## src/rtl/alu_pkg.sv

```systemverilog
// rtl/alu_pkg.sv - opcodes, command record and sequencer states for the ALU command path
// ALU_SEQ_CHAIN_EN adds a chain bit to each queued command.
package alu_pkg;

    localparam int DATA_W = 32;

    localparam logic [3:0] OP_HOLD = 4'd0;
    localparam logic [3:0] OP_ADD  = 4'd1;
    localparam logic [3:0] OP_SUB  = 4'd2;
    localparam logic [3:0] OP_MUL  = 4'd3;
    localparam logic [3:0] OP_DIV  = 4'd4;
    localparam logic [3:0] OP_REM  = 4'd5;
    localparam logic [3:0] OP_AND  = 4'd6;
    localparam logic [3:0] OP_OR   = 4'd7;
    localparam logic [3:0] OP_XOR  = 4'd8;
    localparam logic [3:0] OP_NOT  = 4'd9;
    localparam logic [3:0] OP_NAND = 4'd10;
    localparam logic [3:0] OP_NOR  = 4'd11;
    localparam logic [3:0] OP_XNOR = 4'd12;
    localparam logic [3:0] OP_SHL  = 4'd13;
    localparam logic [3:0] OP_SHR  = 4'd14;
    localparam logic [3:0] OP_ZERO = 4'd15;

    typedef enum logic [2:0] {
        ST_IDLE,
        ST_ISSUE,
        ST_WAIT,
        ST_CAPTURE,
        ST_RESPOND
    } seq_state_t;

    typedef struct packed {
`ifdef ALU_SEQ_CHAIN_EN
        logic              chain;
`endif
        logic [3:0]        opcode;
        logic [DATA_W-1:0] a;
        logic [DATA_W-1:0] b;
    } cmd_t;

    // A zero divisor never reaches the ALU; the command is turned into OP_ZERO.
    function automatic logic is_div_by_zero(input logic [3:0] opcode, input logic [DATA_W-1:0] b);
        return ((opcode == OP_DIV) || (opcode == OP_REM)) && (b == '0);
    endfunction

endpackage

```

## src/rtl/alu_cmd_fifo.sv

```systemverilog
// rtl/alu_cmd_fifo.sv - first-word-fall-through command FIFO with asynchronous reset
module alu_cmd_fifo #(
    parameter int DEPTH = 4,
    parameter int WIDTH = 68
) (
    input  logic             clk,
    input  logic             reset,
    input  logic             push,
    input  logic [WIDTH-1:0] push_data,
    input  logic             pop,
    output logic [WIDTH-1:0] pop_data,
    output logic             full,
    output logic             empty
);

    localparam int AW = $clog2(DEPTH);
    localparam int CW = AW + 1;

    logic [WIDTH-1:0] mem [DEPTH];
    logic [AW-1:0]    wr_ptr;
    logic [AW-1:0]    rd_ptr;
    logic [CW-1:0]    count;
    logic             do_push;
    logic             do_pop;

    assign empty    = (count == '0);
    assign full     = (count == CW'(DEPTH));
    assign do_pop   = pop && !empty;
    // A pop in the same cycle frees the slot, so a full FIFO still takes a push.
    assign do_push  = push && (!full || do_pop);
    assign pop_data = mem[rd_ptr];

    always_ff @(posedge clk) begin
        if (do_push) begin
            mem[wr_ptr] <= push_data;
        end
    end

    always_ff @(posedge clk or posedge reset) begin
        if (reset) begin
            wr_ptr <= '0;
            rd_ptr <= '0;
            count  <= '0;
        end else begin
            if (do_push) begin
                wr_ptr <= wr_ptr + AW'(1);
            end
            if (do_pop) begin
                rd_ptr <= rd_ptr + AW'(1);
            end
            case ({do_push, do_pop})
                2'b10:   count <= count + CW'(1);
                2'b01:   count <= count - CW'(1);
                default: count <= count;
            endcase
        end
    end

endmodule

```

## src/rtl/alu_cmd_sequencer.sv

```systemverilog
// rtl/alu_cmd_sequencer.sv - queues ALU commands, issues them one at a time, returns results in order
// ALU_SEQ_CHAIN_EN adds cmd_chain: alu_a takes the previous result instead of cmd_a.
module alu_cmd_sequencer
    import alu_pkg::*;
#(
    parameter int FIFO_DEPTH = 4,
    parameter int ALU_LAT    = 1
) (
    input  logic              clk,
    input  logic              reset,
    input  logic              cmd_valid,
    output logic              cmd_ready,
    input  logic [3:0]        cmd_opcode,
    input  logic [DATA_W-1:0] cmd_a,
    input  logic [DATA_W-1:0] cmd_b,
`ifdef ALU_SEQ_CHAIN_EN
    input  logic              cmd_chain,
`endif
    output logic [DATA_W-1:0] alu_a,
    output logic [DATA_W-1:0] alu_b,
    output logic [3:0]        alu_opcode,
    input  logic [DATA_W-1:0] alu_c,
    input  logic              alu_err,
    output logic              rsp_valid,
    input  logic              rsp_ready,
    output logic [DATA_W-1:0] rsp_result,
    output logic              rsp_err,
    output logic              rsp_divz
);

    localparam int WCW = (ALU_LAT > 2) ? $clog2(ALU_LAT - 1) : 1;

    cmd_t              push_cmd;
    cmd_t              head_cmd;
    logic              fifo_push;
    logic              fifo_pop;
    logic              fifo_full;
    logic              fifo_empty;

    seq_state_t        state;
    logic [WCW-1:0]    wait_cnt;
    logic [3:0]        cur_op;
    logic              divz_flag;

    logic              start_issue;
    logic [DATA_W-1:0] issue_a;
    logic [3:0]        issue_op;
    logic              issue_divz;

    always_comb begin
        push_cmd.opcode = cmd_opcode;
        push_cmd.a      = cmd_a;
        push_cmd.b      = cmd_b;
`ifdef ALU_SEQ_CHAIN_EN
        push_cmd.chain  = cmd_chain;
`endif
    end

    assign fifo_push = cmd_valid && cmd_ready;
    assign fifo_pop  = (state == ST_ISSUE);
    assign cmd_ready = !fifo_full || fifo_pop;

    alu_cmd_fifo #(
        .DEPTH (FIFO_DEPTH),
        .WIDTH ($bits(cmd_t))
    ) u_fifo (
        .clk       (clk),
        .reset     (reset),
        .push      (fifo_push),
        .push_data (push_cmd),
        .pop       (fifo_pop),
        .pop_data  (head_cmd),
        .full      (fifo_full),
        .empty     (fifo_empty)
    );

    // The FIFO head is loaded onto the ALU bus on the edge that enters ISSUE.
    assign start_issue = !fifo_empty &&
                         ((state == ST_IDLE) || ((state == ST_RESPOND) && rsp_ready));

    always_comb begin
        issue_divz = is_div_by_zero(head_cmd.opcode, head_cmd.b);
        issue_op   = issue_divz ? OP_ZERO : head_cmd.opcode;
        issue_a    = head_cmd.a;
`ifdef ALU_SEQ_CHAIN_EN
        if (head_cmd.chain) begin
            issue_a = rsp_result;
        end
`endif
    end

    always_ff @(posedge clk or posedge reset) begin
        if (reset) begin
            state      <= ST_IDLE;
            wait_cnt   <= '0;
            cur_op     <= OP_HOLD;
            divz_flag  <= 1'b0;
            alu_a      <= '0;
            alu_b      <= '0;
            alu_opcode <= OP_HOLD;
            rsp_valid  <= 1'b0;
            rsp_result <= '0;
            rsp_err    <= 1'b0;
            rsp_divz   <= 1'b0;
        end else begin
            if (start_issue) begin
                alu_a      <= issue_a;
                alu_b      <= head_cmd.b;
                alu_opcode <= issue_op;
                cur_op     <= head_cmd.opcode;
                divz_flag  <= issue_divz;
            end
            case (state)
                ST_IDLE: begin
                    if (start_issue) begin
                        state <= ST_ISSUE;
                    end
                end
                ST_ISSUE: begin
                    if (ALU_LAT == 1) begin
                        alu_opcode <= OP_HOLD;
                        state      <= ST_CAPTURE;
                    end else begin
                        wait_cnt <= WCW'(ALU_LAT - 2);
                        state    <= ST_WAIT;
                    end
                end
                ST_WAIT: begin
                    if (wait_cnt == '0) begin
                        alu_opcode <= OP_HOLD;
                        state      <= ST_CAPTURE;
                    end else begin
                        wait_cnt <= wait_cnt - WCW'(1);
                    end
                end
                ST_CAPTURE: begin
                    // ERR follows the A+B carry for every opcode; only ADD reports it.
                    rsp_result <= alu_c;
                    rsp_err    <= (cur_op == OP_ADD) && alu_err;
                    rsp_divz   <= divz_flag;
                    rsp_valid  <= 1'b1;
                    state      <= ST_RESPOND;
                end
                ST_RESPOND: begin
                    if (rsp_ready) begin
                        rsp_valid <= 1'b0;
                        state     <= start_issue ? ST_ISSUE : ST_IDLE;
                    end
                end
                default: state <= ST_IDLE;
            endcase
        end
    end

endmodule

```

## config.mk

```make
export PLATFORM = sky130hd
export DESIGN_NAME = alu_cmd_sequencer
export DESIGN_NICKNAME = d
export VERILOG_FILES = /design/src/rtl/alu_pkg.sv /design/src/rtl/alu_cmd_fifo.sv /design/src/rtl/alu_cmd_sequencer.sv
export SDC_FILE = /design/constraint.sdc
export NUM_CORES = 1
export LEC_CHECK = 0
export CORE_MARGIN = 10
export CORE_UTILIZATION = 40
export CTS_BUF_LIST = sky130_fd_sc_hd__clkbuf_16
export DETAILED_ROUTE_END_ITERATION = 12
export GPL_ROUTABILITY_DRIVEN = 0
export MAX_ROUTING_LAYER = met4
export SKIP_LAST_GASP = 1
export SLEW_MARGIN = 20
export SYNTH_ARGS = -nofsm -noshare
export SYNTH_HDL_FRONTEND = slang
export SYNTH_SLANG_ARGS = --single-unit
```

## constraint.sdc

```tcl
create_clock -name clk -period 10.2 [get_ports clk]
set_input_delay 2.55 -clock clk [delete_from_list [all_inputs] [get_ports clk]]
set_output_delay 2.55 -clock clk [all_outputs]
set_load 0.1 [all_outputs]
```

== After elaboration in Yosys (flattened, before gate mapping) ==
Memories as Yosys holds them, arrays and structs flattened.
Index checks and enable logic that the tools add are counted.

* Logic and storage cells: 68
* Output and inout port bits: 104
* Bits in writable memories: 272
* Register bits: 119
* Memories: 1

* Equal/unequal tests: 13
* Multiplexer cells: 15
* Add/subtract/negate cells: 5
* Reductions and logical operators: 20

{| class="wikitable"
|+ Memories
! memory !! words !! width !! rd ports !! clocked after Yosys merged registers in !! write ports !! RTL line !! text
|-
| u_fifo.mem || 4 || 68 || 1 || 0 || 1 || alu_cmd_fifo.sv:19 || <nowiki>logic [WIDTH-1:0] mem [DEPTH];</nowiki>
|}

{| class="wikitable"
|+ Operators by type and width
! operator !! number
|-
| 32-bit logical NOT || 1
|-
| 3-bit one-hot mux with 5 select lines || 1
|-
| 4-bit two-way mux || 3
|-
| 3-bit two-way mux || 3
|-
| 4-bit by 3-bit == test with 1-bit output, second input constant || 2
|-
| 4-bit one-hot mux with 2 select lines || 1
|-
| 1-bit logical AND || 7
|-
| 3-bit by 2-bit == test with 1-bit output, second input constant || 2
|-
| 3-bit == test, second input constant || 2
|-
| 3-bit logical NOT || 2
|-
| 2-bit != test, second input constant || 3
|-
| 3-bit one-hot mux with 2 select lines || 1
|-
| 1-bit two-way mux || 5
|-
| 2-bit by 1-bit adder with 2-bit output, second input constant || 2
|-
| 4-bit by 1-bit == test with 1-bit output, second input constant || 1
|-
| 1-bit logical OR || 4
|-
| 2-bit nonzero test || 2
|-
| 3-bit by 1-bit adder with 3-bit output, second input constant || 1
|-
| 3-bit by 1-bit == test with 1-bit output, second input constant || 1
|-
| 3-bit AND reduction || 1
|-
| 3-bit by 1-bit subtractor with 3-bit output, second input constant || 1
|-
| 2-bit by 1-bit == test with 1-bit output, second input constant || 1
|-
| 2-bit == test, second input constant || 1
|-
| 1-bit logical NOT || 2
|-
| 3 further kinds || 3
|}

== Longest topological paths before layout ==
Gate-level depths: netlist (run 1).
An unclocked memory read counts as a cell.

* Word-level depth: 8
* Mapped depth: 11

== Modules after synthesis ==
Synthesis (run 1) repeated with hierarchy kept, for this count alone.

* Cell total of the unflattened synthesis: 665
* Area total of the unflattened synthesis: 14485.1 um^2

{| class="wikitable"
|+ By module, submodules not included
! module !! area an instance (um^2) !! instances !! seq. area each (um^2) !! cells each
|-
| alu_cmd_fifo || 10213.5 || 1 || 8343.0 || 395
|-
| alu_cmd_sequencer || 4271.6 || 1 || 2777.7 || 270
|}

== Worst setup path before layout (run 1) ==
Ideal clock, no wire load.

* Path kind: register -> output
* Start: register state[0]
* End: output port cmd_ready
* Arrival: 2.279 ns
* Data required time: 7.650 ns
* Path slack: 5.371 ns
* Buffers on the path: 1
* Stages on the path, launching flop included: 4
* Cell sequence: dfrtp_1 clkbuf_1 nand2_1 o2111ai_1

* Longest elaborated chain between the ends: 2

{| class="wikitable"
|+ Ends and longest elaborated chain
! what !! RTL line !! text
|-
| start: declaration || alu_cmd_sequencer.sv:40 || <nowiki>seq_state_t state;</nowiki>
|-
| start signal: assignment || alu_cmd_sequencer.sv:147 || <nowiki>state <= start_issue ? ST_ISSUE : ST_IDLE;</nowiki>
|-
| 3-bit by 1-bit == test with 1-bit output || alu_cmd_sequencer.sv:60 || <nowiki>assign fifo_pop = (state == ST_ISSUE);</nowiki>
|-
| 1-bit logical OR || alu_cmd_sequencer.sv:61 || <nowiki>assign cmd_ready = !fifo_full || fifo_pop;</nowiki>
|-
| end: declaration || alu_cmd_sequencer.sv:12 || <nowiki>output logic cmd_ready,</nowiki>
|}

No other way between the ends.

== Final worst setup path (run 1) ==
* Start: register state[2]
* End: output port cmd_ready

Same word-level chain as after synthesis.

==> results of run 1 <==
[how the worst max path moves through the flow]
stage,from,end,cells past startpoint
final,state[2],cmd_ready,4
after global routing,state[2],cmd_ready,4
after CTS,state[2],cmd_ready,4
after detailed placement,state[2],cmd_ready,4
after global placement,state[2],cmd_ready,4
after floorplan,reset,alu_a[0],1
[logic make-up after synthesis]
| logic type | share of synthesized area, % |
|---|---|
| fa+ha+maj | 0.570 |
| flops | 76.7 |
| simple gates | 7.15 |
| mux | 13.1 |
| buf+inv | 1.41 |
| compound gates | 0.587 |
| xor+xnor | 0.423 |
[layout make-up]
class                      count  area, um^2  area share, %
antenna                        4        10.0         0.0543
clock buffer                  43        1080           5.83
clock inverter                34         254           1.38
inverter                      11        46.3          0.251
multi-input combinational    377        3200           17.3
sequential                   390       11100           60.3
tap                          461         577           3.13
timing repair buffer         218        2160           11.7
[registers in the layout (all words and copies together), names as in the netlist]
signal,flops
rsp_divz,1
rsp_valid,1
alu_opcode,4
state,3
alu_a,32
u_fifo.rd_ptr,2
u_fifo.mem,272
rsp_result,32
cur_op,4
alu_b,32
rsp_err,1
u_fifo.count,3
u_fifo.wr_ptr,2
divz_flag,1
[synth_stat cells, types with 2 or more instances]
cell type,count,area [um^2]
nor4_1,14,87.6
a221o_1,2,20.0
and3_1,4,25.0
nand3_1,3,15.0
mux4_2,68,1530
buf_6,2,22.5
mux2_2,32,360
ha_1,5,62.6
xnor2_1,4,35.0
o21ai_0,4,20.0
edfxtp_1,272,8170
a21oi_1,2,10.0
buf_1,2,7.51
xor2_1,3,26.3
inv_1,11,41.3
a21o_1,2,15.0
nor2_1,7,26.3
and2_1,2,12.5
nand4_1,6,37.5
nand2_1,205,769
nor3_1,3,15.0
or4_1,2,15.0
buf_2,4,20.0
clkbuf_1,28,105
dfrtp_1,118,2950
[tightest hold or removal path, stage by stage, from the launching register on]
cell     delay (ns)
dfrtp_1        0.34
nand2_1        0.05
nand2_1        0.05
[stage by stage]
| stage | hold WS, ns | instance area [um^2] | worst slack, ns | util [%] | std cells |
|---|---|---|---|---|---|
| 6_report | 0.472 | 18400 | 4.64 | 51.7 | 1538 |
| 5_1_grt | 0.494 | 18400 | 4.51 | 51.7 | 1538 |
| 4_1_cts | 0.477 | 18400 | 4.62 | 51.7 | 1534 |
| 3_5_place_dp | 0.462 | 17100 | 5.21 | 48.0 | 1457 |
| 3_3_place_gp | 0.459 | 17100 | 5.27 | 48.0 | 1457 |
| 2_1_floorplan | 0.445 | 14500 | 4.52 | - | 815 |
[routing by layer]
metal	up-vias	wire length [um]
li1	3511	-
met1	3936	14600
met2	237	15600
met3	41	2680
met4	0	586
met5	-	0
==> impl_metrics.toml, run 1 <==
[global_route]
use_met3_pct = 4.76
met1_usage_pct = 20.0
grt_max_degree = 65
use_met2_pct = 23.8
antenna_found_initial = 4
top_usage_layer = "met2"
grt_usage_pct = 15.5
grt-ovfl-total = 0
grt_pass1_vias = 8470
grt_pass1_wl_um = 51300

[critical_path]
cp.arrival_ns = 3.01
critical_path.top_delay_family = "buffers and inverters"
start_kind = "register"
cpPeakStageDelay_ns = 1.29
cpMaxStageDelayCell = "clkdlybuf4s50_1"
endpoint_kind = "output pin"
r2r_start = "u_fifo.rd_ptr[0]"
cp_data_required_time_ns = 7.65
reg2reg_to = "alu_opcode[1]"
worst-path-buf-inv = 2
worstPathMaxFanout = 7
path_cells = "inv_1 > nand2_1 > o2111ai_1 > clkdlybuf4s50_1"
ff2ff_setup_slack_ns = 6.62
timing.setup.critical_path_class = "reg2out"
reg2regPathDepth = 6

[clock_tree]
htree_levels = 2
clock-sinks = 390
cts_tree = "built"
cts_hold_buf = 0
cts_setup_buffers = 0
cts_buffers = 42
clock_latency_ns = 0.53
clkSlewWorstSetupHoldPaths_ns = 0.06
cts-root-buf = "clkbuf_16"
ctsLongestPathBuffers = 3
cts-resized-gates = 0

[finish]
synthToLayoutAreaGrowth_pct = 27.3
final_layout_size_suffix_gt1_share_pct = 16.8
nets = 1151
layout_common_cells = "272 x edfxtp_1, 208 x clkdlybuf4s50_1, 205 x nand2_1"
layout_commonest_cell = "edfxtp_1"
fillCellCount = 2945

[routing]
vias_per_cell = 5.02
dr.pass1.iters = 4
remaining_drc_errors = 0
drt_wl_total_um = 33400
drtIter0Drc = 401
postRouteAntennaNets = 0
vias = 7725
wl_per_cell_um = 21.7

[min_path]
hold_path_end = "alu_b[22]"
hold_depth = 2
worstHoldStart = "alu_b[22]"
hp-class = "reg2reg"

[logic_synthesis]
synth_fp_nets = 926
syn_inst = 815
yosysSeqAreaShare_pct = 76.7
synth-main-ff-cell = "edfxtp_1"
avgSynthCellArea_um2 = 17.8
ys_async_sr_fraction_pct = 30.3
synth_cell_types = 35
yosys_warnings = 0
syn_area_um2 = 14500
synth_edf_count = 272
synth-seq-cells = 390

[flow_run]
maxCapViolations = 0

[floorplanning]
placeableCoreArea_um2 = 35700
die_area_um2 = 44200
die-height_um = 210
rows = 69
ioPinCount = 209
start_util_pct = 40.6
die_w_um = 210

[timing]
slew_headroom_pct = 27.5
fmax_mhz = 180
tightest_slew_ns = 1.08
slew_viol_final = 0
fin_skew_ns = 0.0160
period_needed_ns = 5.56
hold_viol = 0
fin_crit_sh_pct = 54.5
setup_viol = 0
finalSetupTns_ns = 0
rsz0062_at_grt = "false"

[outcome]
outcome = "finished clean"

[placed_design]
port_buffers = 208
post-dp-hpwl_um = 20600
Power of run 1 is not shown: default switching activity piles up to over one toggle a cycle in this logic, so the estimate is an artifact.
==> run 2, diff against run 1 <==
==> constraint.sdc (replaced) <==
create_clock -name clk -period 5.7 [get_ports clk]
set_input_delay 1.425 -clock clk [delete_from_list [all_inputs] [get_ports clk]]
set_output_delay 1.425 -clock clk [all_outputs]
set_load 0.1 [all_outputs]
==> run 2 against run 1 <==
Against the previous run:
- routed wire length down 2.3%
- critical path depth unchanged
- utilization down 0.18 points
- register-to-register slack worse by 4.1 ns
- via count down 0.63%
- final cell count down 0.26%
- critical endpoint unchanged
==> impl_metrics.toml, run 2 (synthesized netlist as in run 1, its figures left out) <==
[clock_tree]
htree_levels = 2
cts_hold_buf = 0
cts_tree = "built"
cts-root-buf = "clkbuf_16"
ctsLongestPathBuffers = 3
cts-resized-gates = 0
cts_buffers = 41
clock-sinks = 390
clkSlewWorstSetupHoldPaths_ns = 0.06
cts_setup_buffers = 0
clock_latency_ns = 0.54

[floorplanning]
die-height_um = 210
die_area_um2 = 44200
ioPinCount = 209
die_w_um = 210
start_util_pct = 40.6
rows = 69
placeableCoreArea_um2 = 35700

[routing]
drt_wl_total_um = 32700
vias = 7676
drtIter0Drc = 454
postRouteAntennaNets = 0
dr.pass1.iters = 5
vias_per_cell = 5.00
remaining_drc_errors = 0
wl_per_cell_um = 21.3

[global_route]
grt_usage_pct = 15.0
grt-ovfl-total = 0
antenna_found_initial = 2
grt_pass1_wl_um = 49900
grt_pass1_vias = 8241
grt_max_degree = 95

[finish]
regMostFlops = "u_fifo.mem"
fin_cells = 1534
final_layout_size_suffix_gt1_share_pct = 16.8
fin_area_um2 = 18400
synthToLayoutAreaGrowth_pct = 26.9
largest_reg_flops = 272
fillCellCount = 3008
layout_commonest_cell = "edfxtp_1"
nets = 1150
layout_common_cells = "272 x edfxtp_1, 208 x clkdlybuf4s50_1, 205 x nand2_1"

[timing]
slew_headroom_pct = 28.0
tightest_slew_ns = 1.08
rsz0062_at_grt = "false"
hold_viol = 0
setup_viol = 0
finalSetupTns_ns = 0
slew_viol_final = 0
fmax_mhz = 231
fin_crit_sh_pct = 76.1
fin_skew_ns = 0.0273
period_needed_ns = 4.34

[min_path]
hp-class = "reg2reg"
hold_depth = 2
hold_path_end = "alu_a[0]"
worstHoldStart = "alu_a[0]"

[critical_path]
ff2ff_setup_slack_ns = 2.54
cp_data_required_time_ns = 4.28
timing.setup.critical_path_class = "reg2out"
r2r_start = "u_fifo.rd_ptr[0]"
cp.arrival_ns = 2.91
cpMaxStageDelayCell = "clkdlybuf4s50_1"
reg2reg_to = "alu_opcode[1]"
start_kind = "register"
endpoint_kind = "output pin"
path_cells = "inv_1 > nand2_1 > o2111ai_1 > clkdlybuf4s50_1"
worstPathMaxFanout = 7
reg2regPathDepth = 5
cpPeakStageDelay_ns = 1.28

[placed_design]
dp.cells = 1457
postPlaceCellArea_um2 = 17100
port_buffers = 208
post-dp-hpwl_um = 20200

[outcome]
outcome = "finished clean"

[flow_run]
maxCapViolations = 0
==> run 2: cell count changes in the layout (fill, tap and decap cells not counted) <==
cell	before	now
clkinv_1	14	7
inv_1	14	19
clkinv_2	10	7
clkinvlp_4	1	4
bufinv_16	4	2
clkbuf_16	43	41
clkinv_8	0	2
diode_2	4	2
clkinv_4	0	1
inv_6	2	3
==> run 2: metal layers <==
layer  vias up  share of wire [%]  track usage (%)
met5         -                  0                -
met4         0                1.5             2.90
met3        46                8.6             4.66
met2       226                 46             23.1
met1      3893                 44             19.5
li1       3511                  -                -
==> run 2: how the worst max path moves through the flow <==
stage / start / endpoint / slack, ns / depth (start not counted)
after floorplan: state[0] / u_fifo.mem[0][0] / 1.14 / 4
after global placement: state[2] / cmd_ready / 1.93 / 4
after detailed placement: state[2] / cmd_ready / 1.90 / 4
after CTS: state[2] / cmd_ready / 1.33 / 4
after global routing: state[2] / cmd_ready / 1.14 / 4
final: state[2] / cmd_ready / 1.36 / 4
==> run 2: cell type report <==
cell class | count | area (um^2) | area share [%]
Antenna cell | 2 | 5.00 | 0.0272
Clock buffer | 41 | 1030 | 5.58
Clock inverter | 34 | 244 | 1.33
Inverter | 11 | 46.3 | 0.252
Multi-Input combinational cell | 377 | 3200 | 17.4
Sequential cell | 390 | 11100 | 60.5
Tap cell | 461 | 577 | 3.14
Timing Repair Buffer | 218 | 2160 | 11.7
==> run 2: through the flow <==
stage / hold WS [ns] / setup WS, ns / util [%]
6_report: 0.472 / 1.36 / 51.6
3_5_place_dp: 0.463 / 1.90 / 48.0
3_3_place_gp: 0.458 / 1.93 / 48.0
4_1_cts: 0.478 / 1.33 / 51.5
5_1_grt: 0.489 / 1.14 / 51.6
2_1_floorplan: 0.445 / 1.14 / -
==> run 2: critical path: cells and delay by family, from the launching register on <==
family | cells | cell delay, ns
buffers and inverters | 2 | 1.41
AO/OA/AOI/OAI | 1 | 0.49
flip-flops | 1 | 0.39
AND/OR/NAND/NOR | 1 | 0.09
Power of run 2 is left out for the same reason.
==> run 3, diff against run 2 <==
==> constraint.sdc (replaced) <==
create_clock -name clk -period 3.7 [get_ports clk]
set_input_delay 0.925 -clock clk [delete_from_list [all_inputs] [get_ports clk]]
set_output_delay 0.925 -clock clk [all_outputs]
set_load 0.1 [all_outputs]
==> run 3 against run 2 <==
Against the previous run:
- final area is 0.62% higher
- critical path depth is 3 lower
- final cell count is 0.65% higher
- critical endpoint is now alu_b[31]
- largest cell class unchanged
- highest routed layer unchanged
==> impl_metrics.toml, run 3 (synthesized netlist as in run 1, its figures left out) <==
[routing]
drtIter0Drc = 522
vias_per_cell = 5.04
wl_per_cell_um = 21.6
dr.pass1.iters = 5
drt_wl_total_um = 33300
remaining_drc_errors = 0
postRouteAntennaNets = 0
vias = 7789

[timing]
period_needed_ns = 2.97
slew_viol_final = 0
fmax_mhz = 337
hold_viol = 0
rsz0062_at_grt = "false"
slew_headroom_pct = 33.0
finalSetupTns_ns = 0
fin_skew_ns = 0.0135
tightest_slew_ns = 1.00
fin_crit_sh_pct = 80.3
setup_viol = 0

[critical_path]
cp_data_required_time_ns = 2.77
reg2regPathDepth = 5
cpPeakStageDelay_ns = 1.14
path_cells = "clkdlybuf4s50_1"
worst-path-buf-inv = 1
r2r_start = "u_fifo.rd_ptr[0]"
endpoint_kind = "output pin"
cp.arrival_ns = 2.05
critical_path.top_delay_family = "buffers and inverters"
cpMaxStageDelayCell = "clkdlybuf4s50_1"
timing.setup.critical_path_class = "reg2out"
cp.depth = 1
start_kind = "register"
critPathLaunch = "alu_b[31]"
worstPathMaxFanout = 2

[global_route]
grt-ovfl-total = 0
grt_usage_pct = 15.7
grt_max_degree = 74
antenna_found_initial = 1
grt_pass1_wl_um = 52000
grt_pass1_vias = 8512

[placed_design]
port_buffers = 208
post-dp-hpwl_um = 21300

[finish]
layout_common_cells = "272 x edfxtp_1, 205 x nand2_1, 167 x clkdlybuf4s50_1"
ff_latch_area_um2 = 11100
largest_reg_flops = 272
multi_input_area_um2 = 3210
nets = 1160
fillCellCount = 2948
layout_commonest_cell = "edfxtp_1"
synthToLayoutAreaGrowth_pct = 27.6
regMostFlops = "u_fifo.mem"
final_layout_size_suffix_gt1_share_pct = 21.2

[clock_tree]
cts_tree = "built"
cts_hold_buf = 0
cts-root-buf = "clkbuf_16"
cts-resized-gates = 0
ctsLongestPathBuffers = 3
htree_levels = 2
cts_buffers = 42
cts_setup_buffers = 0
clock_latency_ns = 0.53
clock-sinks = 390
clkSlewWorstSetupHoldPaths_ns = 0.06

[min_path]
hold_depth = 2
hp-class = "reg2reg"
worstHoldStart = "alu_a[2]"

[outcome]
outcome = "finished clean"

[floorplanning]
ioPinCount = 209
die_area_um2 = 44200
start_util_pct = 40.6
die-height_um = 210
placeableCoreArea_um2 = 35700
rows = 69
die_w_um = 210

[flow_run]
maxCapViolations = 0
## run 3: cell count changes in the layout (fill, tap and decap cells not counted), sizes merged, moves of 2 or more
cell           change
bufinv             +2
clkinv             -2
clkdlybuf4s50     -41
buf               +50
clkbuf             +2
## run 3: area by class of cell
type / instances / area share, %
sequential: 390 / 60.2
multi-input combinational: 377 / 17.3
timing repair buffer: 227 / 11.9
clock buffer: 43 / 5.82
tap: 461 / 3.12
clock inverter: 34 / 1.42
inverter: 11 / 0.244
antenna: 1 / 0.0135
## run 3: worst paths after layout
kind,slack (ns),end
worst max register to register,0.83,alu_opcode[1]
max in group asynchronous,2.38,u_fifo.rd_ptr[0]
worst max-delay path,0.73,alu_b[31]
min in group asynchronous,0.67,rsp_result[6]
worst min-delay path,0.47,alu_a[2]
worst min register to register,0.47,alu_a[2]
## run 3: metal layers
metal	up-vias	track usage (%)	share of wire, %
li1	3516	-	-
met1	3980	20.8	45
met2	248	23.5	46
met3	45	4.11	7.5
met4	0	4.05	1.6
met5	-	-	0
## run 3: through the flow
step | setup slack, ns | util, % | hold WS (ns) | std cells | cell area, um^2
2_1_floorplan | 0.602 | - | 0.445 | 815 | 14500
3_3_place_gp | 0.845 | 48.1 | 0.459 | 1466 | 17200
3_5_place_dp | 0.786 | 48.1 | 0.463 | 1466 | 17200
4_1_cts | 0.686 | 51.9 | 0.477 | 1543 | 18500
5_1_grt | 0.667 | 51.9 | 0.501 | 1544 | 18500
6_report | 0.728 | 51.9 | 0.470 | 1544 | 18500
Power of run 3 is left out for the same reason.
